===== src/rtl/counter_updown_mod.sv =====
// Parametrised up/down modulo counter with wrap/stop modes, wrap pulse and cascadable rco.
// Optional compare output enabled by defining COUNTER_UPDOWN_MOD_MATCH_EN.
module counter_updown_mod #(
  parameter int N      = 4,
  parameter int MODULO = 2**N
) (
  input  logic         clk,
  input  logic         clr,
  input  logic         ld,
  input  logic [N-1:0] din,
  input  logic         enp,
  input  logic         ent,
  input  logic         up,
  input  logic         mode,
`ifdef COUNTER_UPDOWN_MOD_MATCH_EN
  input  logic [N-1:0] cmp,
  output logic         match,
`endif
  output logic [N-1:0] dout,
  output logic         rco,
  output logic         wrap,
  output logic         halted
);

  localparam logic [N-1:0] MAX_VAL = N'(MODULO - 1);

  logic [N-1:0] dout_q, dout_d;
  logic         wrap_q, wrap_d;
  logic         halted_q, halted_d;
  logic [N-1:0] term_s;
  logic         at_term_s;
  logic         cnt_en_s;

  assign term_s    = up ? MAX_VAL : {N{1'b0}};
  assign at_term_s = (dout_q == term_s);
  assign cnt_en_s  = enp & ent & ~halted_q;

  // Next-state: load beats count beats hold; terminal handling depends on mode.
  always_comb begin
    dout_d   = dout_q;
    wrap_d   = 1'b0;
    halted_d = halted_q;
    if (!ld) begin
      dout_d   = (din > MAX_VAL) ? MAX_VAL : din;
      halted_d = 1'b0;
    end else if (cnt_en_s) begin
      if (!at_term_s) begin
        dout_d = up ? (dout_q + N'(1)) : (dout_q - N'(1));
      end else if (!mode) begin
        dout_d = up ? {N{1'b0}} : MAX_VAL;
        wrap_d = 1'b1;
      end else begin
        halted_d = 1'b1;
      end
    end else begin
      dout_d = dout_q;
    end
  end

  // State registers, cleared asynchronously by clr.
  always_ff @(posedge clk or negedge clr) begin
    if (!clr) begin
      dout_q   <= {N{1'b0}};
      wrap_q   <= 1'b0;
      halted_q <= 1'b0;
    end else begin
      dout_q   <= dout_d;
      wrap_q   <= wrap_d;
      halted_q <= halted_d;
    end
  end

`ifdef COUNTER_UPDOWN_MOD_MATCH_EN
  logic match_q, match_d;

  assign match_d = (dout_d == cmp);

  // Match tracks the value dout takes at this edge, so both update together.
  always_ff @(posedge clk or negedge clr) begin
    if (!clr) begin
      match_q <= 1'b0;
    end else begin
      match_q <= match_d;
    end
  end

  assign match = match_q;
`endif

  // rco ignores enp so a cascade stage sees carry even while the chain is paused.
  assign rco    = ent & at_term_s & ~halted_q;
  assign dout   = dout_q;
  assign wrap   = wrap_q;
  assign halted = halted_q;

endmodule


===== config.mk =====
export PLATFORM = sky130hd
export DESIGN_NAME = counter_updown_mod
export DESIGN_NICKNAME = d
export VERILOG_FILES = /design/src/rtl/counter_updown_mod.sv
export SDC_FILE = /design/constraint.sdc
export NUM_CORES = 1
export LEC_CHECK = 0
export CAP_MARGIN = 20
export CORE_AREA = 5 5 42 44
export DETAILED_ROUTE_END_ITERATION = 10
export DIE_AREA = 0 0 47 49
export DONT_BUFFER_PORTS = 1
export SYNTH_ARGS = -nofsm -noshare
export SYNTH_HDL_FRONTEND = slang
export SYNTH_SLANG_ARGS = --single-unit

===== constraint.sdc =====
create_clock -name clk -period 1.44 [get_ports clk]
set_input_delay 0.072 -clock clk [delete_from_list [all_inputs] [get_ports clk]]
set_output_delay 0.072 -clock clk [all_outputs]
set_load 0.02 [all_outputs]

After elaboration in Yosys (flattened, before gate mapping). Index checks and enable logic that the tools add are counted.

Logic and storage cells: 34. Output and inout bits: 7. Register bits: 6. Input bits: 11.

Muxes and demuxes: 16. Bitwise operators: 5. Reduce and logical (&&, ||, !) cells: 2. $add $sub $neg: 2. Equality and inequality tests: 5. $lt $le $gt $ge: 1.

Operator list (number): $mux 4 (8); $mux 1 (8); $ne 2x1->1 const B (3); $add 4x1->4 const B (1); $and 1x1->1 (4); $eq 4x4->1 (1); $gt 4x4->1 const B (1); $sub 4x1->4 const B (1); $ne 3x3->1 const B (1); $reduce_and 3->1 (1); $reduce_and 2->1 (1); $not 1->1 (1).

Depth between registers and ports, before layout. Gate-level depths: netlist (run 1).

Word-level depth: 5. Mapped depth: 6. Depth with buffers taken out: 6.

Least setup slack after synthesis (run 1). OpenSTA, ideal clock, no wires.

Kind: register -> output. Start point: register dout_q[2] (netlist: dout[2]). End point: output port rco. Path slack: -0.264 ns. Arrival time: 1.632 ns. Stages on the path, launching flop included: 5. Data required time: 1.368 ns. Path buffers: 0. Cell sequence: dfrtp_1 -> ha_1 -> and2_1 -> o21ai_2 -> nor3b_1.

Cells in the longest elaborated chain, start to end: 3.

Ends and longest elaborated chain: start: declaration (line 27) `logic [N-1:0] dout_q, dout_d;`; start signal: assignment (line 63) `dout_q <= {N{1'b0}};`; start signal: assignment (line 67) `dout_q <= dout_d;`; $eq 4x4->1 (line 35) `assign at_term_s = (dout_q == term_s);`; $and 1x1->1 (2 in a row) (line 91) `assign rco = ent & at_term_s & ~halted_q;`; end: declaration (line 20) `output logic rco,`.

Every way passes these cells.

Worst setup path after layout (run 1).
Start point: register dout_q[1] (netlist: dout[1]). End point: output port rco.

Same word-level chain as after synthesis.

==> implementation parameters, run 1 <==
Parameter                              Value

Placement
  Routability congestion estimate ... 0.781
  Input/output buffers ... 0
  Placed insts ... 72
  Post-DP HPWL ... slightly above 900 um

Run status
  Violated checks ... negative setup slack
  Result of the run ... complete, but fails checks

Cells and area
  Footprint of the multi-input gates ... just over 400 sq um
  Filler cell count in the final layout ... about 130
  Final cell count without fillers ... 86
  Number of nets in the layout ... 85
  Proportion of layout cells with a drive suffix above 1 ... 50.0%
  Layout overhead on the synthesized area ... 69.1%
  Antenna diode count ... 0
  Register area ... 154 sq um

Job
  Number of maximum-capacitance violations ... 0

Global route
  Vias in the first global route ... approximately 480
  Global-route wire length before repair ... about 2200 um
  GRT Util Overall ... 12.9%
  Residual overflow from global routing ... 0
  Antenna violations before repair ... 0
  Pin count of the biggest net entering global routing ... 10

Timing
  FMAX ... 658 MHz
  # setup viols final ... 4
  Worst Hold Slack ... 0.0153 ns
  Final period utilization ... 106%
  Minimum clock period ... 1.52 ns
  Post-route setup TNS ... -0.150 ns
  Final Hold Fails ... 0
  Final count of pins violating max slew ... 0
  Worst Skew ... approximately 0.0020 ns
  Relative slew slack ... around 81%
  Unrepaired setup endpoints after global routing ... yes
  Worst-Margin Slew ... 0.284 ns
  Setup slack after layout ... -0.0805 ns

Clock tree
  Total clock buffers created by CTS ... 3
  H-tree lvl count ... 1
  Clock tree from TritonCTS ... built
  Skew-Pair Late Insertion Delay ... 0.24 ns
  Clock Tree Buf Depth ... 2
  Number of clock sinks ... 6
  Cell at the root of the clock tree ... clkbuf_4
  Clock-pin slew on the worst setup and hold paths ... 0.05 ns

Floorplanning
  Die W ... 47 um
  Core Area ... 1400 sq um
  I/O pin cnt ... 18
  DIE HEIGHT ... 49 um
  Die footprint ... 2300 sq um
  Row count ... 14
  Initial Utilization ... 33.2%

Drt
  Via count ... 467
  1st-pass router iterations ... 4
  Total wirelength of the detailed-routed design ... roughly 1200 um
  Detailed router's first-iteration violation count ... 10
  Vias per inst ... ~5.4
  DRC Markers ... 0
  Number of nets with antenna violations after detailed routing ... 0
  Routed length per placed instance ... 14.5 um

Worst setup path
  Required @ worst endpoint ... 1.37 ns
  Worst EP arrival ... approximately 1.5 ns
  Setup crit end kind ... output port
  CP startpoint kind ... register
  Critical path class ... reg2out
  Peak fanout along the critical path ... 2

Synthesis
  Seq/Total Area, Yosys ... 32.3%
  Synth warn ... 0
  Cell Area, Synth ... 465 sq um
  Nets in the synthesized netlist ... 63
  #FFs+latches synth ... 6
  Post-synthesis instance total ... 49
  Number of library cell types mapped by synthesis ... 28
  Post-Synthesis Mean Instance Area ... 9.50 sq um

Power
  Power per unit of standard cell area ... about 1100 nW/um^2
  Static leakage power ... 0.316 nW
  Tot Pwr ... 0.000882 W
  Highest ir drop seen on vdd ... 0.000745 V

Min path
  Hold Path Class ... in2reg
[cells in the mapped netlist]
cell type	n	area, sq um
o21bai_1	1	7.51
inv_2	1	3.75
nor4_1	1	6.26
a21oi_1	2	10.0
nand3_1	6	30.0
nor3_1	1	5.00
a2111oi_0	1	8.76
nand2_1	4	15.0
fa_1	1	20.0
nor3_2	1	10.0
o21a_1	1	7.51
o211ai_2	1	12.5
ha_1	2	25.0
o21ai_2	1	8.76
nor2_1	3	11.3
inv_1	2	7.51
dfrtp_1	6	150
buf_2	1	5.00
and2_1	1	6.26
a211o_1	1	8.76
a32oi_1	3	26.3
nor3b_1	1	7.51
a41oi_1	1	8.76
nand4b_1	1	8.76
xor2_1	2	17.5
nand3b_4	1	20.0
and3_4	1	11.3
and3_1	1	6.26
[registers in the layout (all words and copies together) (netlist names)]
name	count
halted	1
wrap	1
dout	4
[timing repair]
action,CTS,global route
gates resized for setup,5,8
pin swaps,4,5
setup endpoints to repair,4,7
hold buffers,6,0
buffers inserted,4,0
endpoints found under the hold margin,11,0
[worst paths after layout]
path	from	to	slack, ns	cells after the start
min in group asynchronous	clr	dout[3]	0.13	1
worst min register to register	halted	wrap	0.62	2
worst min-delay path	din[1]	dout[1]	0.02	2
worst max register to register	dout[2]	dout[0]	-0.04	6
worst max-delay path	dout[1]	rco	-0.08	4
max in group asynchronous	clr	dout[0]	1.08	1
[cell usage in the layout, fill, tap and decap left out, types with 2 or more instances in the layout]
master         netlist  routed
nand2_1              4       4
inv_1                2       2
ha_4                 0       2
dfrtp_1              6       3
buf_4                0      11
and3_4               1       2
clkbuf_4             0       3
dfrtp_2              0       3
dlygate4sd3_1        0       6
nor2_1               3       3
a32oi_1              3       3
xor2_1               2       2
nand3_1              6       6
[logic make-up after synthesis]
kind of cell,after synthesis,share of synthesized area [%]
AOI/OAI and AO/OA,12,21.2
buffers and inverters,4,3.49
xor gates and xnor gates,2,3.76
adders and majority gates,3,9.68
and+or+nand+nor,22,29.6
DFF,6,32.3
[metrics by stage]
stage	setup WS, ns	cell area [sq um]	util [%]
CTS	-0.121	739	52.8
floorplan	0.00961	510	-
finish	-0.0805	787	56.2
global route	-0.159	787	56.2
detailed placement	-0.0610	586	41.8
global placement	-0.0909	586	41.8
[worst max-delay path: stages (launching register included)]
cell,delay [ns]
dfrtp_2,0.42
ha_4,0.27
and2_4,0.15
o21ai_4,0.07
nor3b_4,0.29
[routing by layer]
layer	vias up	track usage [%]	part of all wire [%]
met2	9	17.6	54
li1	230	-	-
met5	-	0	0
met1	228	18.3	44
met3	0	2.95	2.5
met4	0	6.91	0
[where the power goes]
group	leakage, nW	switching, W	internal, W	total, W
clock network	0.0150	0.0000609	0.000105	0.000166
logic	0.229	0.000223	0.000248	0.000471
registers	0.0718	0.0000448	0.000201	0.000246
total	0.316	0.000329	0.000554	0.000882
[layout make-up]
type | instances | area share (%)
inverter | 3 | 1.43
clock buffer | 4 | 3.34
tap | 16 | 2.54
multi-input combinational | 39 | 52.5
timing repair buffer | 18 | 20.7
sequential | 6 | 19.6
Note: power is estimated with default switching activity, not from simulation.
==> run 2: changes to the inputs <==
--- a/config.mk
+++ b/config.mk
@@ -6,9 +6,9 @@
 export NUM_CORES = 1
 export LEC_CHECK = 0
 export CAP_MARGIN = 20
-export CORE_AREA = 5 5 42 44
+export CORE_MARGIN = 5
+export CORE_UTILIZATION = 30
 export DETAILED_ROUTE_END_ITERATION = 10
-export DIE_AREA = 0 0 47 49
 export DONT_BUFFER_PORTS = 1
 export SYNTH_ARGS = -nofsm -noshare
 export SYNTH_HDL_FRONTEND = slang
==> run 2 against run 1 <==
Effect of this change:
- the run still ends with negative setup slack left
- non-clock buffer count unchanged
- clock skew up 0.012 ns
- wire length up 10%
- sequential share of layout area up 0.68 points
- cell area down 4.1%
- combinational power about the same
- register-to-register slack about the same
- cell count unchanged
- global-route usage down 1.1 points
- highest routed layer is now met4
- critical path depth unchanged
==> implementation parameters, run 2 (same netlist as run 1, synthesis figures left out) <==
Parameter                              Value

Timing
  Unrepaired setup endpoints after global routing ... yes
  Final count of pins violating max slew ... 0
  Worst Skew ... 0.0144 ns
  Post-route setup TNS ... -0.295 ns
  FMAX ... 640 MHz
  Relative slew slack ... 76.1%
  Final Hold Fails ... 0
  Setup slack after layout ... -0.123 ns
  # setup viols final ... 6
  Worst-Margin Slew ... 0.357 ns
  Minimum clock period ... 1.56 ns
  Final period utilization ... 109%

Drt
  Vias per inst ... 5.42
  Number of nets with antenna violations after detailed routing ... 0
  Via count ... between 400 and 500
  Detailed router's first-iteration violation count ... 11
  1st-pass router iterations ... 4
  Total wirelength of the detailed-routed design ... 1380 um
  DRC Markers ... 0
  Routed length per placed instance ... 16.0 um

Floorplanning
  Die footprint ... ~2400 sq um
  I/O pin cnt ... 18
  Die W ... around 49 um
  Initial Utilization ... approximately 31%
  Core Area ... 1490 sq um
  DIE HEIGHT ... roughly 50 um
  Row count ... 14

Cells and area
  Commonest non-fill, non-tap cell in the layout ... buf_4
  Number of nets in the layout ... 85
  Layout overhead on the synthesized area ... 62.1%
  Leading cell types in the layout, fill and taps excluded ... buf_4 (11), dlygate4sd3_1 (7), nand3_1 (6), nand2_1 (4), dfrtp_1 (4)
  Proportion of layout cells with a drive suffix above 1 ... roughly 46%
  Post-route cell area ... 754 sq um
  Filler cell count in the final layout ... 129
  Antenna diode count ... 0
  Max reg flops ... 4

Clock tree
  Skew-Pair Late Insertion Delay ... roughly 0.26 ns
  Clock-pin slew on the worst setup and hold paths ... 0.06 ns
  Total clock buffers created by CTS ... 3
  Number of clock sinks ... 6
  Clock Tree Buf Depth ... 2
  Cell at the root of the clock tree ... clkbuf_4
  H-tree lvl count ... 1
  Clock tree from TritonCTS ... built

Run status
  Result of the run ... complete, but fails checks
  Violated checks ... negative setup slack

Worst setup path
  RR Endpoint ... dout[3]
  Peak fanout along the critical path ... 2
  Worst EP arrival ... between 1 and 1.5 ns
  Critical path class ... reg2out
  Reg2reg start ... dout[2]
  Required @ worst endpoint ... 1.37 ns
  Critical path launch point ... dout[2]
  Setup crit end kind ... output port
  CP startpoint kind ... register
  Register-to-register setup slack ... -0.05 ns
  Cell count of the worst reg-to-reg path ... 6

Power
  Static leakage power ... roughly 0.31 nW
  Power per unit of standard cell area ... 1170 nW/um^2
  Highest ir drop seen on vdd ... 0.000659 V

Global route
  GRT Util Overall ... 11.8%
  Residual overflow from global routing ... 0
  Vias in the first global route ... 497
  Pin count of the biggest net entering global routing ... 10
  Global-route wire length before repair ... roughly 2300 um
  Antenna violations before repair ... 0

Placement
  Input/output buffers ... 0
  Placed cell area ... 578 sq um
  Routability congestion estimate ... between 0.8 and 0.9
  Post-DP HPWL ... 972 um

Min path
  Cell depth of the worst min-delay path ... 2
  Worst hold path startpoint ... ld
  Hold worst-path end ... dout[3]
  Hold Path Class ... in2reg

Job
  Number of maximum-capacitance violations ... 0
## run 2: final cells by class
cell class                 instances  area (sq um)  area share, %
multi-input combinational         39           392           51.9
sequential                         6           153           20.2
timing repair buffer              18           153           20.2
clock buffer                       4          26.3           3.48
tap                               16          20.0           2.65
inverter                           3          11.3           1.49
## run 2: worst max path at each step
stage	end	depth (start not counted)	slack, ns
floorplan	dout[1]	5	0.01
global placement	dout[1]	5	0.0008
detailed placement	dout[1]	5	-0.01
CTS	rco	4	-0.13
global route	rco	4	-0.16
finish	rco	4	-0.12
## run 2: worst max-delay path, stage by stage, from the launching register on
cell     delay, ns
dfrtp_2       0.43
ha_4          0.27
and2_4        0.16
o21ai_4       0.07
nor3b_4       0.31
## run 2: timing repair
action                     4_1_cts  5_1_grt
buffers inserted                 3        1
hold endpoints to repair        12        0
setup endpoints to repair        4        7
resized for setup                5        4
hold buffers                     7        0
pin swaps                        3        4
## run 2: stage by stage
step           cells  hold WS, ns  utilization (%)  total power, W  setup WS [ns]
2_1_floorplan     49       -0.224                -        0.000475        0.00961
3_3_place_gp      71       -0.223             38.8        0.000587       0.000777
3_5_place_dp      71       -0.223             38.8        0.000584        -0.0105
4_1_cts           85      0.00323             48.3        0.000842         -0.134
5_1_grt           86       0.0203             50.7        0.000933         -0.165
6_report          86      0.00482             50.7        0.000882         -0.123
## run 2: power by group
part           leakage (nW)  internal [W]  switching, W
clock network        0.0150      0.000106     0.0000750
logic                 0.220      0.000236      0.000232
registers            0.0730      0.000200     0.0000322
total                 0.308      0.000542      0.000339
## run 2: layer usage
| layer | GRT usage [%] | vias up | routed length, um |
|---|---|---|---|
| li1 | - | 230 | - |
| met3 | 1.83 | 2 | 60 |
| met1 | 15.5 | 225 | 622 |
| met2 | 18.9 | 9 | 678 |
| met5 | 0 | - | 0 |
| met4 | 5.24 | 0 | 15 |
==> run 3: changes to the inputs <==
--- a/config.mk
+++ b/config.mk
@@ -10,6 +10,7 @@
 export CORE_UTILIZATION = 30
 export DETAILED_ROUTE_END_ITERATION = 10
 export DONT_BUFFER_PORTS = 1
+export GPL_TIMING_DRIVEN = 0
 export SYNTH_ARGS = -nofsm -noshare
 export SYNTH_HDL_FRONTEND = slang
 export SYNTH_SLANG_ARGS = --single-unit
==> run 3 against run 2 <==
Effect of this change:
- the run still ends with negative setup slack left
- power grew 0.63%
- highest routed layer unchanged
- first-iteration DRC count shrank 27%
- largest cell class unchanged
- sequential share of layout area grew 0.063 points
==> implementation parameters, run 3 (same netlist as run 1, synthesis figures left out) <==
Parameter                              Value

Run status
  Result of the run ... complete, but fails checks
  Violated checks ... negative setup slack

Drt
  1st-pass router iterations ... 4
  Detailed router's first-iteration violation count ... 8
  DRC Markers ... 0
  Total wirelength of the detailed-routed design ... between 1000 and 1500 um
  Vias per inst ... 5.64
  Routed length per placed instance ... 15.8 um
  Number of nets with antenna violations after detailed routing ... 0
  Via count ... 457

Placement
  Placed cell area ... 531 sq um
  Post-DP HPWL ... 845 um
  Pre-CTS WS ... -0.177 ns
  Routability congestion estimate ... 0.707
  Input/output buffers ... 0

Clock tree
  Clock Tree Buf Depth ... 2
  Cell at the root of the clock tree ... clkbuf_4
  Clock tree from TritonCTS ... built
  Skew-Pair Late Insertion Delay ... 0.24 ns
  H-tree lvl count ... 1
  Clock-pin slew on the worst setup and hold paths ... approximately 0.05 ns
  Number of clock sinks ... 6
  Total clock buffers created by CTS ... 3

Power
  Static leakage power ... 0.293 nW
  Power per unit of standard cell area ... around 1200 nW/um^2
  Highest ir drop seen on vdd ... 0.000749 V

Floorplanning
  Die footprint ... 2440 sq um
  DIE HEIGHT ... 49.4 um
  Initial Utilization ... 31.3%
  I/O pin cnt ... 18
  Die W ... between 40 and 50 um
  Core Area ... between 1000 and 1500 sq um
  Row count ... 14

Global route
  GRT Util Overall ... between 10% and 20%
  Pin count of the biggest net entering global routing ... 10
  Vias in the first global route ... 509
  Residual overflow from global routing ... 0
  Global-route wire length before repair ... approximately 2100 um
  Antenna violations before repair ... 0

Worst setup path
  Worst stage delay on the critical path ... approximately 0.48 ns
  Family with the most delay on the worst path ... flip-flops
  Peak fanout along the critical path ... 4
  Setup crit end kind ... register
  Worst EP arrival ... around 1.8 ns
  Slowest cell on the critical path ... dfrtp_2
  Required @ worst endpoint ... 1.60 ns
  Register-to-register setup slack ... -0.17 ns
  Cell chain of the critical path ... ha_4 -> buf_4 -> and3_4 -> a2111oi_4 -> a41oi_2 -> nand3_1
  Cell count of the worst reg-to-reg path ... 6
  RR Endpoint ... dout[0]
  CP startpoint kind ... register
  Critical path buffers and inverters ... 1
  Critical path class ... reg2reg
  Reg2reg start ... dout[1]

Min path
  Cell depth of the worst min-delay path ... 2
  Hold worst-path end ... dout[3]
  Worst hold path startpoint ... din[3]
  Hold Path Class ... in2reg

Timing
  Final Hold Fails ... 0
  FMAX ... 621 MHz
  Worst-Margin Slew ... 0.331 ns
  Final count of pins violating max slew ... 0
  Relative slew slack ... 77.9%
  Setup slack after layout ... -0.171 ns
  Unrepaired setup endpoints after global routing ... yes
  Minimum clock period ... between 1.5 and 2 ns
  # setup viols final ... 6
  Final period utilization ... 112%
  Worst Skew ... 0.00650 ns

Cells and area
  Proportion of layout cells with a drive suffix above 1 ... 55.4%
  Max reg flops ... 4
  Post-route cell area ... 764 sq um
  Number of nets in the layout ... 80
  Leading cell types in the layout, fill and taps excluded ... dlygate4sd3_1 (5), buf_4 (5), nand2_1 (4), dfrtp_2 (4)
  Antenna diode count ... 0
  Layout overhead on the synthesized area ... 64.2%

Job
  Number of maximum-capacitance violations ... 0
run 3: cell types whose count changed in the layout (fill, tap and decap cells not counted), moves of 2 or more:
cell	previous run	this run
nand3_2	0	3
dlygate4sd3_1	7	5
buf_6	0	2
dfrtp_1	4	2
nand3_1	6	3
dfrtp_2	2	4
buf_4	11	5
run 3: layer usage:
layer | vias to the layer above | track usage [%] | part of all wire [%]
li1 | 221 | - | -
met1 | 224 | 9.48 | 36
met2 | 10 | 19.7 | 56
met3 | 2 | 3.98 | 6.2
met4 | 0 | 8.30 | 0.86
met5 | - | 0 | 0
run 3: worst max-delay path by stage:
stage                       start  cells past startpoint  endpoint  slack, ns
after floorplan           dout[2]                      5   dout[1]       0.01
final                     dout[1]                      6   dout[0]      -0.17
after global routing      dout[1]                      6   dout[0]      -0.23
after global placement    dout[0]                      4   dout[3]      -0.19
after CTS                 dout[1]                      4       rco      -0.19
after detailed placement  dout[0]                      4   dout[3]      -0.18
run 3: what timing repair did:
item	CTS	global route
gates resized for setup	14	6
endpoints found under the hold margin	10	0
setup buffers	5	2
setup endpoints to repair	7	7
hold buffers	5	0
pin swaps	9	9
run 3: stage by stage:
stage	setup TNS [ns]	utilization (%)	total power (W)	hold slack [ns]	instances
4_1_cts	-0.651	48.0	0.000837	0.00145	79
3_3_place_gp	-0.694	35.6	0.000524	-0.223	65
2_1_floorplan	0	-	0.000475	-0.224	49
5_1_grt	-1.04	51.3	0.000952	0.0372	81
6_report	-0.616	51.3	0.000887	0.00712	81
3_5_place_dp	-0.680	35.6	0.000526	-0.223	65
run 3: final cells by class:
class | count | area [sq um]
plain buffers | 1 | 5.00
repair buffers | 12 | 110
inverters | 3 | 11.3
multi-input cells | 39 | 437
clock buffers | 4 | 26.3
flip-flops and latches | 6 | 155
fillers | 126 | 724
well taps | 16 | 20.0
run 3: report_power, final:
part           switching [W]  internal [W]  total [W]
clock network      0.0000559      0.000105   0.000161
registers          0.0000942      0.000203   0.000297
logic               0.000198      0.000232   0.000430
run 3: worst reg2reg max path, cell delays in order (launching register included):
cell	delay (ns)
dfrtp_2	0.48
ha_4	0.24
buf_4	0.14
and3_4	0.19
a2111oi_4	0.31
a41oi_2	0.06
nand3_1	0.11
